`src/rtl/if_stage.sv`:
```
// rtl/if_stage.sv - MiniMIPS32 fetch stage: PC select, imem drive, IF/ID register, stall hold buffer
// Optional fetch alignment exception under `IF_ADDR_ALIGN_EXC_EN.
module if_stage #(
    parameter logic [31:0] PC_RESET = 32'h0000_0000
) (
    input  logic        cpu_clk_50M,
    input  logic        cpu_rst_n,
    input  logic        stall_if,
    input  logic        stall_id,
    input  logic        flush,
    input  logic [31:0] cp0_excaddr,
    input  logic [1:0]  jtsel,
    input  logic [31:0] addr1,
    input  logic [31:0] addr2,
    input  logic [31:0] addr3,
    input  logic        next_delay_i,
    input  logic [31:0] inst_i,
    output logic        ice,
    output logic [31:0] iaddr,
    output logic [31:0] id_pc_o,
    output logic [31:0] id_inst_o,
    output logic        id_in_delay_o,
    output logic        flush_im,
    output logic [4:0]  if_exccode_o
);

    localparam logic [4:0] EXC_NONE = 5'h10;
    localparam logic [4:0] EXC_ADEL = 5'h04;

    typedef enum logic {
        RUN  = 1'b0,
        HOLD = 1'b1
    } hold_state_e;

    hold_state_e state_q, state_d;
    logic [31:0] pc_q, pc_d;
    logic [31:0] id_pc_q, id_pc_d;
    logic [31:0] hold_q, hold_d;
    logic        delay_q, delay_d;
    logic        bubble_q, bubble_d;
    logic [4:0]  exc_q, exc_d;
    logic        misaligned;
    logic        advance;

`ifdef IF_ADDR_ALIGN_EXC_EN
    assign misaligned = |pc_q[1:0];
`else
    assign misaligned = 1'b0;
`endif

    always_comb begin
        pc_d = pc_q;
        if (flush) begin
            pc_d = cp0_excaddr;
        end else if (!stall_if) begin
            case (jtsel)
                2'b01:   pc_d = addr3;
                2'b10:   pc_d = addr1;
                2'b11:   pc_d = addr2;
                default: pc_d = pc_q + 32'd4;
            endcase
        end
    end

    always_comb begin
        ice     = cpu_rst_n & ~stall_if & ~flush & ~misaligned;
        advance = ~stall_id | flush;

        id_pc_d  = id_pc_q;
        delay_d  = delay_q;
        bubble_d = bubble_q;
        exc_d    = exc_q;
        if (advance) begin
            id_pc_d  = pc_q;
            delay_d  = next_delay_i & ~flush;
            // A word that was never fetched reaches decode as a bubble.
            bubble_d = flush | ~ice;
            exc_d    = (misaligned && !flush) ? EXC_ADEL : EXC_NONE;
        end
    end

    always_comb begin
        state_d = state_q;
        hold_d  = hold_q;
        case (state_q)
            RUN: begin
                if (stall_id && !flush) begin
                    hold_d  = inst_i;
                    state_d = HOLD;
                end
            end
            HOLD: begin
                if (advance) state_d = RUN;
            end
            default: state_d = RUN;
        endcase
    end

    always_ff @(posedge cpu_clk_50M or negedge cpu_rst_n) begin
        if (!cpu_rst_n) begin
            pc_q     <= PC_RESET;
            id_pc_q  <= PC_RESET;
            hold_q   <= 32'h0;
            delay_q  <= 1'b0;
            bubble_q <= 1'b1;
            exc_q    <= EXC_NONE;
            state_q  <= RUN;
        end else begin
            pc_q     <= pc_d;
            id_pc_q  <= id_pc_d;
            hold_q   <= hold_d;
            delay_q  <= delay_d;
            bubble_q <= bubble_d;
            exc_q    <= exc_d;
            state_q  <= state_d;
        end
    end

    // Memory data is meaningless while reset is held, so decode sees zero then.
    assign id_inst_o     = (state_q == HOLD) ? hold_q : (cpu_rst_n ? inst_i : 32'h0);
    assign iaddr         = pc_q;
    assign id_pc_o       = id_pc_q;
    assign id_in_delay_o = delay_q;
    assign flush_im      = bubble_q;
    assign if_exccode_o  = exc_q;

endmodule

```
`config.mk`:
```
export PLATFORM = sky130hd
export DESIGN_NAME = if_stage
export DESIGN_NICKNAME = d
export VERILOG_FILES = /design/src/rtl/if_stage.sv
export SDC_FILE = /design/constraint.sdc
export NUM_CORES = 1
export LEC_CHECK = 0
export BUFFER_PORTS_ARGS = -buffer_cell sky130_fd_sc_hd__buf_2
export CORE_MARGIN = 2
export CORE_UTILIZATION = 51
export DETAILED_ROUTE_END_ITERATION = 6
export HOLD_SLACK_MARGIN = 0.15
export PLACE_DENSITY = 0.94
export SETUP_SLACK_MARGIN = 0.3
export SYNTH_ARGS = -nofsm -noshare
export SYNTH_HDL_FRONTEND = slang
export SYNTH_SLANG_ARGS = --single-unit
```
`constraint.sdc`:
```
create_clock -name cpu_clk_50M -period 3.28 [get_ports cpu_clk_50M]
set_input_delay 0.656 -clock cpu_clk_50M [delete_from_list [all_inputs] [get_ports cpu_clk_50M]]
set_output_delay 0.656 -clock cpu_clk_50M [all_outputs]
set_load 0.01 [all_outputs]
```
### Word-level counts from Yosys, hierarchy flattened

Index checks and enable logic that the tools add are counted.

* bitwise gates (word level): 10
* add/subtract/negate cells: 1
* equality and inequality tests: 4
* mux-type cells: 8
* reductions and logical operators: 3

Operator list (number)
* $mux W32: 4
* $pmux W32 S3: 1
* $add A32 B3 Y32 const B: 1
* $not A1 Y1: 5
* $eq A2 B2 Y1 const B: 2
* $and A1 B1 Y1: 3
* $eq A2 B1 Y1 const B: 1
* $mux W1: 2
* $ne A2 B1 Y1 const B: 1
* $or A1 B1 Y1: 2
* $pmux W1 S2: 1
* $reduce_and A2 Y1: 1
* $logic_and A1 B1 Y1: 1
* $logic_not A1 Y1: 1

* output and inout bits: 104
* bits in registers: 99

### Longest topological paths before layout

Gate-level depths: netlist (run 1).

* depth after elaboration: 5
* mapped depth: 7
* mapped depth without buffers: 6

### Worst setup path after synthesis (run 1)

OpenSTA, ideal clock, no wires.

* path kind: reg-to-reg
* from: register pc_q[2] (netlist: iaddr[2])
* to: register pc_q[26] (netlist: iaddr[26])
* data arrival time: 1.923 ns
* cell stages (with the launch flop): 8
* path buffers: 1
* setup time: 0.124 ns
* slack: 1.233 ns
* data required time: 3.156 ns
* path through: dfrtp_1 > ha_1 > nand4_1 > or3_4 > clkbuf_8 > nor3_1 > o21ai_0 > a211o_1

* longest elaborated chain between the ends: 4

Ends and longest elaborated chain
* start: declaration: RTL line 36 `logic [31:0] pc_q, pc_d;`
* start signal: assignment: RTL line 109 `pc_q <= pc_d;`
* $add A32 B3 Y32: RTL line 60 `default: pc_d = pc_q + 32'd4;`
* $pmux W32 S3: RTL line 56 `case (jtsel)`
* $mux W32: RTL line 55 `end else if (!stall_if) begin`
* $mux W32: RTL line 53 `if (flush) begin`

Every way passes these cells. The select of a mux whose other input is x is not followed.
A chain may end at the register's enable or synchronous reset.

### Final worst setup path (run 1)

* from: register state_q
* to: output port id_inst_o[13]

* longest elaborated chain between the ends: 1

Ends and longest elaborated chain
* start: declaration: RTL line 35 `hold_state_e state_q, state_d;`
* start signal: assignment: RTL line 115 `state_q <= state_d;`
* $mux W32: RTL line 120 `assign id_inst_o = (state_q == HOLD) ? hold_q : (cpu_rst_n ? inst_i : 32'h0);`
* end: declaration: RTL line 21 `output logic [31:0] id_inst_o,`

Every way passes these cells.

==> qor.yml, run 1 <==
fin_util_pct: 66.2
grt_pass1_wl_um: 30600
worstPathRequired_ps: 2620
die_area_sq_um: 12400
gp_congestion: 0.926
r2r_cells: 6
viasPerCell: 5.95
floorplan.initialDensity_pct: 51.8
grt_pass1_vias: 5888
outcome: "finished clean"
hpwlAfterDp_um: 14900
ant_nets: 0
wl_um: 19300
grt_start_max_net_pins: 58
syn-instance-count: 625
hold_buffers: 0
drive_above_1_share_pct: 42.6
ys_ff_latch: 99
syn_area_per_cell_sq_um: 9.43
max_freq_mhz: 404
finalNetCount: 1038
path_cells: "nor2b_4 > a22o_1 > buf_2"
dp.cells: 1001
netlist_area_sq_um: 5890
cp_num_buf_inv: 1
setup_viol: 0
worstPathArrival_ps: 1820
yosysSeqAreaShare_pct: 42.1
synth-async-reset-ratio_pct: 100
p_leak_uw: 0.00371
wire_per_inst_um: 19.0
clk_latency_ps: 340
hold_viol_final: 0
io_buffers: 266
ctsLongestPathBuffers: 2
num_antenna_cells: 0
fin_ws_ps: 805
slew_violations: 0
placed_cell_area_sq_um: 7260
ir_drop_mv: 0.231
power_density_nw_per_um2: 452
drt_first_pass_iters: 5
cts_tree: "yes"
grt_use_total_pct: 30.9
cts_htree_levels: 3
min_path_type: "input pin to asynchronous set/reset pin"
fin_skew_ps: 6.69
drc: 0
crit_path_end_kind: "primary output"
num_rows: 39
finalCritPeriodShare_pct: 75.5
ys_warn_count: 0
fp.coreArea_sq_um: 11400
numCtsBuffers: 9
layout_min_cycle_time_ps: 2470
final_cell_mix: "buf_2 (265), nand2_1 (117), dfrtp_1 (98)"
crit_fanout: 31
tightest_slew_ps: 1200
critPathTopFamily: "simple AND/OR/NAND/NOR gates"
timing.rr.end: "iaddr[16]$_DFFE_PN0P_"
fin_setup_tns_ps: 0
synthFlopType: "dfrtp_1"
antenna_found_initial: 0
drt_iter0_markers: 547
design_area_sq_um: 7530
critical_path_class: "flip-flop to primary output"
synth_cell_types: 72
cpPeakStageDelay_ps: 590
slew_headroom_pct: 20.1
fp.dieW_um: 111
vias: 6053
ios: 272
dieHeight_um: 111
synthToLayoutAreaGrowth_pct: 27.8
ctsResizeCount: 0
grt_overflow: 0
clkSlewWorstSetupHoldPaths_ps: 70
fin_cells: 1017
clock_sinks: 99
rsz0062_at_grt: "false"
synth_edf_count: 0
r2r_start: "iaddr[2]$_DFFE_PN0P_"
slowest_stage: "nor2b_4"
cap_violations: 0
layout_commonest_cell: "buf_2"
crit_path_start_kind: "flip-flop"
postCtsSetupBuffers: 0
pre_cts_slack_ps: 591
root_buffer: "clkbuf_16"
r2r_slack_ps: 950
## state kept, by name, indices dropped and copies added, names as in the netlist
signal and cells:
flush_im 1, hold_q 32, iaddr 32, id_in_delay_o 1, id_pc_o 32, state_q 1
## cells by family (layout without fill, tap and decap cells)
group	after synthesis	count (layout)	synth area share (%)
AO/OA/AOI/OAI	174	174	20.7
XOR/XNOR	4	4	0.595
adder cells (fa/ha/maj)	1	1	0.212
buffers and inverters	65	311	5.71
flip-flops	99	99	42.1
multiplexers	71	71	13.7
other	2	5	0.127
AND/OR/NAND/NOR	209	209	16.9
## cell type report
cell class | instances | area (sq um)
clock buffer | 11 | 243
clock inverter | 5 | 28.8
fill | 922 | 3840
inverter | 13 | 48.8
multi-input combinational | 464 | 3100
sequential | 99 | 2480
tap | 143 | 179
timing repair buffer | 282 | 1450
## per-layer routing
| layer | routed length, um | up-vias | GRT usage, % |
|---|---|---|---|
| li1 | - | 2779 | - |
| met1 | 7630 | 2836 | 39.0 |
| met2 | 9430 | 373 | 52.7 |
| met3 | 1540 | 65 | 4.95 |
| met4 | 734 | 0 | 13.8 |
| met5 | 0 | - | 0 |
## metrics by stage
step	power, uW	hold WS, ps
6_report	3400	425
4_1_cts	3410	432
3_5_place_dp	2430	450
5_1_grt	3580	464
2_1_floorplan	2030	360
3_3_place_gp	2390	446
## synth_stat cells (2+ instances only)
cell type | n | area [sq um]
a211oi_1 | 6 | 45.0
a21oi_1 | 33 | 165
a221oi_1 | 12 | 105
a22o_1 | 32 | 280
a22oi_1 | 10 | 75.1
a2bb2oi_1 | 2 | 17.5
a31oi_1 | 3 | 18.8
and2_1 | 2 | 12.5
and3_1 | 3 | 18.8
and4_1 | 2 | 17.5
buf_1 | 3 | 11.3
buf_2 | 5 | 25.0
buf_4 | 5 | 37.5
buf_6 | 2 | 22.5
clkbuf_1 | 30 | 113
clkbuf_2 | 2 | 10.0
clkbuf_8 | 5 | 68.8
conb_1 | 2 | 7.51
dfrtp_1 | 98 | 2450
inv_1 | 13 | 48.8
mux2_2 | 55 | 619
mux2i_1 | 14 | 140
mux4_2 | 2 | 45.0
nand2_1 | 117 | 439
nand2b_1 | 3 | 18.8
nand3_1 | 9 | 45.0
nand4_1 | 10 | 62.6
nor2_1 | 28 | 105
nor2b_1 | 4 | 25.0
nor3_1 | 9 | 45.0
nor4_1 | 5 | 31.3
nor4b_1 | 2 | 17.5
o211ai_1 | 4 | 30.0
o21a_1 | 2 | 15.0
o21ai_0 | 38 | 190
o221ai_1 | 5 | 43.8
o2bb2ai_1 | 3 | 26.3
o31a_1 | 4 | 35.0
o31ai_1 | 2 | 15.0
or2_2 | 3 | 18.8
or3_1 | 2 | 12.5
or4_4 | 2 | 22.5
xnor2_1 | 3 | 26.3
## power breakdown
group          switching [uW]  internal, uW  leakage [uW]  total (uW)
combinational             449           402       0.00239         852
sequential                169          1390       0.00118        1560
clock                     456           533      0.000139         989
total                    1070          2330       0.00371        3400
## how the worst max path moves through the flow
stage,to,cells after the start,slack [ps],startpoint
after floorplan,iaddr[26]$_DFFE_PN0P_,7,1230,iaddr[2]$_DFFE_PN0P_
after global placement,iaddr[12]$_DFFE_PN0P_,6,690,jtsel[1]
after detailed placement,id_inst_o[13],4,590,cpu_rst_n
after CTS,id_inst_o[13],3,470,state_q$_DFF_PN0_
after global routing,id_inst_o[13],3,660,state_q$_DFF_PN0_
final,id_inst_o[13],3,810,state_q$_DFF_PN0_
(Power assumes the default switching activity.)
==> run 2, diff against run 1 <==
Settings changed: CORE_UTILIZATION 51 to 48, PLACE_DENSITY 0.94 to 0.9.
Clock period 3.28 ns to 2.4 ns, I/O delays scaled along.
==> qor.yml, run 2 (same netlist as run 1, synthesis figures left out) <==
ir_drop_mv: 0.307
numCtsBuffers: 9
crit_path_end_kind: "flip-flop"
hold_buffers: 0
dp.cells: 1024
root_buffer: "clkbuf_16"
p_sw_uw: 1440
wire_per_inst_um: 18.7
seq_power_share_pct: 42.9
power.internal_uw: 3440
cts_htree_levels: 3
maxUsedRoutingLayer: "met4"
pwr-share-comb_pct: 25.6
finalNetCount: 1064
floorplan.initialDensity_pct: 49.1
gp_congestion: 0.949
ios: 272
ant_nets: 0
grt_pass1_vias: 5738
power_density_nw_per_um2: 623
die_area_sq_um: 13200
hold_viol_final: 0
grt_use_total_pct: 29.5
cts_tree: "yes"
worstPathArrival_ps: 2290
tightest_slew_ps: 655
outcome: "finished clean"
fin_ws_ps: 324
antenna_found_initial: 4
layout_commonest_cell: "buf_2"
grt_overflow: 0
cap_violations: 0
synthToLayoutAreaGrowth_pct: 32.9
setup_viol: 0
pre_cts_slack_ps: 77.1
slew_headroom_pct: 56.3
fin_setup_tns_ps: 0
wl_met1_um: 7880
viasPerCell: 5.77
ctsLongestPathBuffers: 2
worstPathRequired_ps: 2610
max_freq_mhz: 482
hpwlAfterDp_um: 15100
pwr-share-clk_pct: 31.5
drive_above_1_share_pct: 44.7
clock_sinks: 99
fp.coreArea_sq_um: 12000
vias: 6061
critical_path_class: "flip-flop to flip-flop"
min_path_type: "input pin to asynchronous set/reset pin"
wl_um: 19700
fin_skew_ps: 7.21
fp.dieW_um: 115
num_rows: 40
dieHeight_um: 115
slew_violations: 0
layout_min_cycle_time_ps: 2080
clk_latency_ps: 340
p_leak_uw: 0.00385
wl_met3_um: 1630
grt_start_max_net_pins: 55
placed_cell_area_sq_um: 7420
rsz0062_at_grt: "true"
clkSlewWorstSetupHoldPaths_ps: 70
finalCritPeriodShare_pct: 86.5
final_cell_mix: "buf_2 (265), nand2_1 (117), dfrtp_1 (94)"
drc: 0
drt_first_pass_iters: 5
drt_iter0_markers: 474
grt_pass1_wl_um: 29800
swShare_pct: 29.5
io_buffers: 266
design_area_sq_um: 7830
crit_fanout: 7
power_uw: 4880
crit_path_start_kind: "flip-flop"
wl_met2_um: 9530
fin_cells: 1051
-- run 2: cell count changes in the layout (fill, tap and decap cells not counted), sizes merged --
cell    previous run  this run
clkbuf            11        14
buf              282       307
diode              0         4
nor2b              4         5
inv               14        13
bufinv             0         2
clkinv             4         0
-- run 2: power groups by stage --
stage	combinational [uW]	clock, uW	sequential [uW]
finish	1250	1540	2090
global placement	1210	0	2110
global route	1370	1640	2120
detailed placement	1240	0	2120
CTS	1240	1570	2090
floorplan	621	0	2150
-- run 2: final cells by class --
class                      count  area, sq um
sequential                    99         2480
clock inverter                 2         60.1
tap                          147          184
antenna                        4         10.0
timing repair buffer         307         1660
clock buffer                  14          254
multi-input combinational    465         3130
inverter                      13         48.8
fill                         986         4180
-- run 2: path summary, 6_finish.rpt --
check	slack, ps	to	cells past startpoint	from
max	320	iaddr[22]$_DFFE_PN0P_	7	iaddr[3]$_DFFE_PN0P_
min	190	hold_q[7]$_DFFE_PN0P_	2	cpu_rst_n
max reg2reg	320	iaddr[22]$_DFFE_PN0P_	7	iaddr[3]$_DFFE_PN0P_
min reg2reg	460	id_pc_o[21]$_DFFE_PN0P_	2	id_pc_o[21]$_DFFE_PN0P_
max in group asynchronous	1130	iaddr[20]$_DFFE_PN0P_	3	cpu_rst_n
min in group cpu_clk_50M	360	iaddr[2]$_DFFE_PN0P_	3	cp0_excaddr[2]
-- run 2: timing repair --
action | CTS | global route
gates cloned | 1 | 0
resized for setup | 2 | 11
buffers inserted | 1 | 5
pin swaps | 1 | 3
setup endpoints to repair | 32 | 6
-- run 2: metrics by stage --
stage / utilization (%) / hold slack [ps]
floorplan: - / 184
global route: 65.2 / 223
detailed placement: 61.7 / 450
finish: 65.2 / 194
CTS: 64.6 / 299
global placement: 61.7 / 445
-- run 2: critical path, stage by stage (launching register included) --
cell	delay, ps
dfrtp_1	400
ha_4	170
nand4_1	180
or3_4	490
buf_4	180
o31a_1	280
o21ai_0	150
a21oi_1	90
-- run 2: per-layer routing --
layer,track usage [%],up-vias
met3,5.06,53
met1,36.7,2800
met2,50.7,372
met5,0,-
li1,-,2836
met4,12.9,0
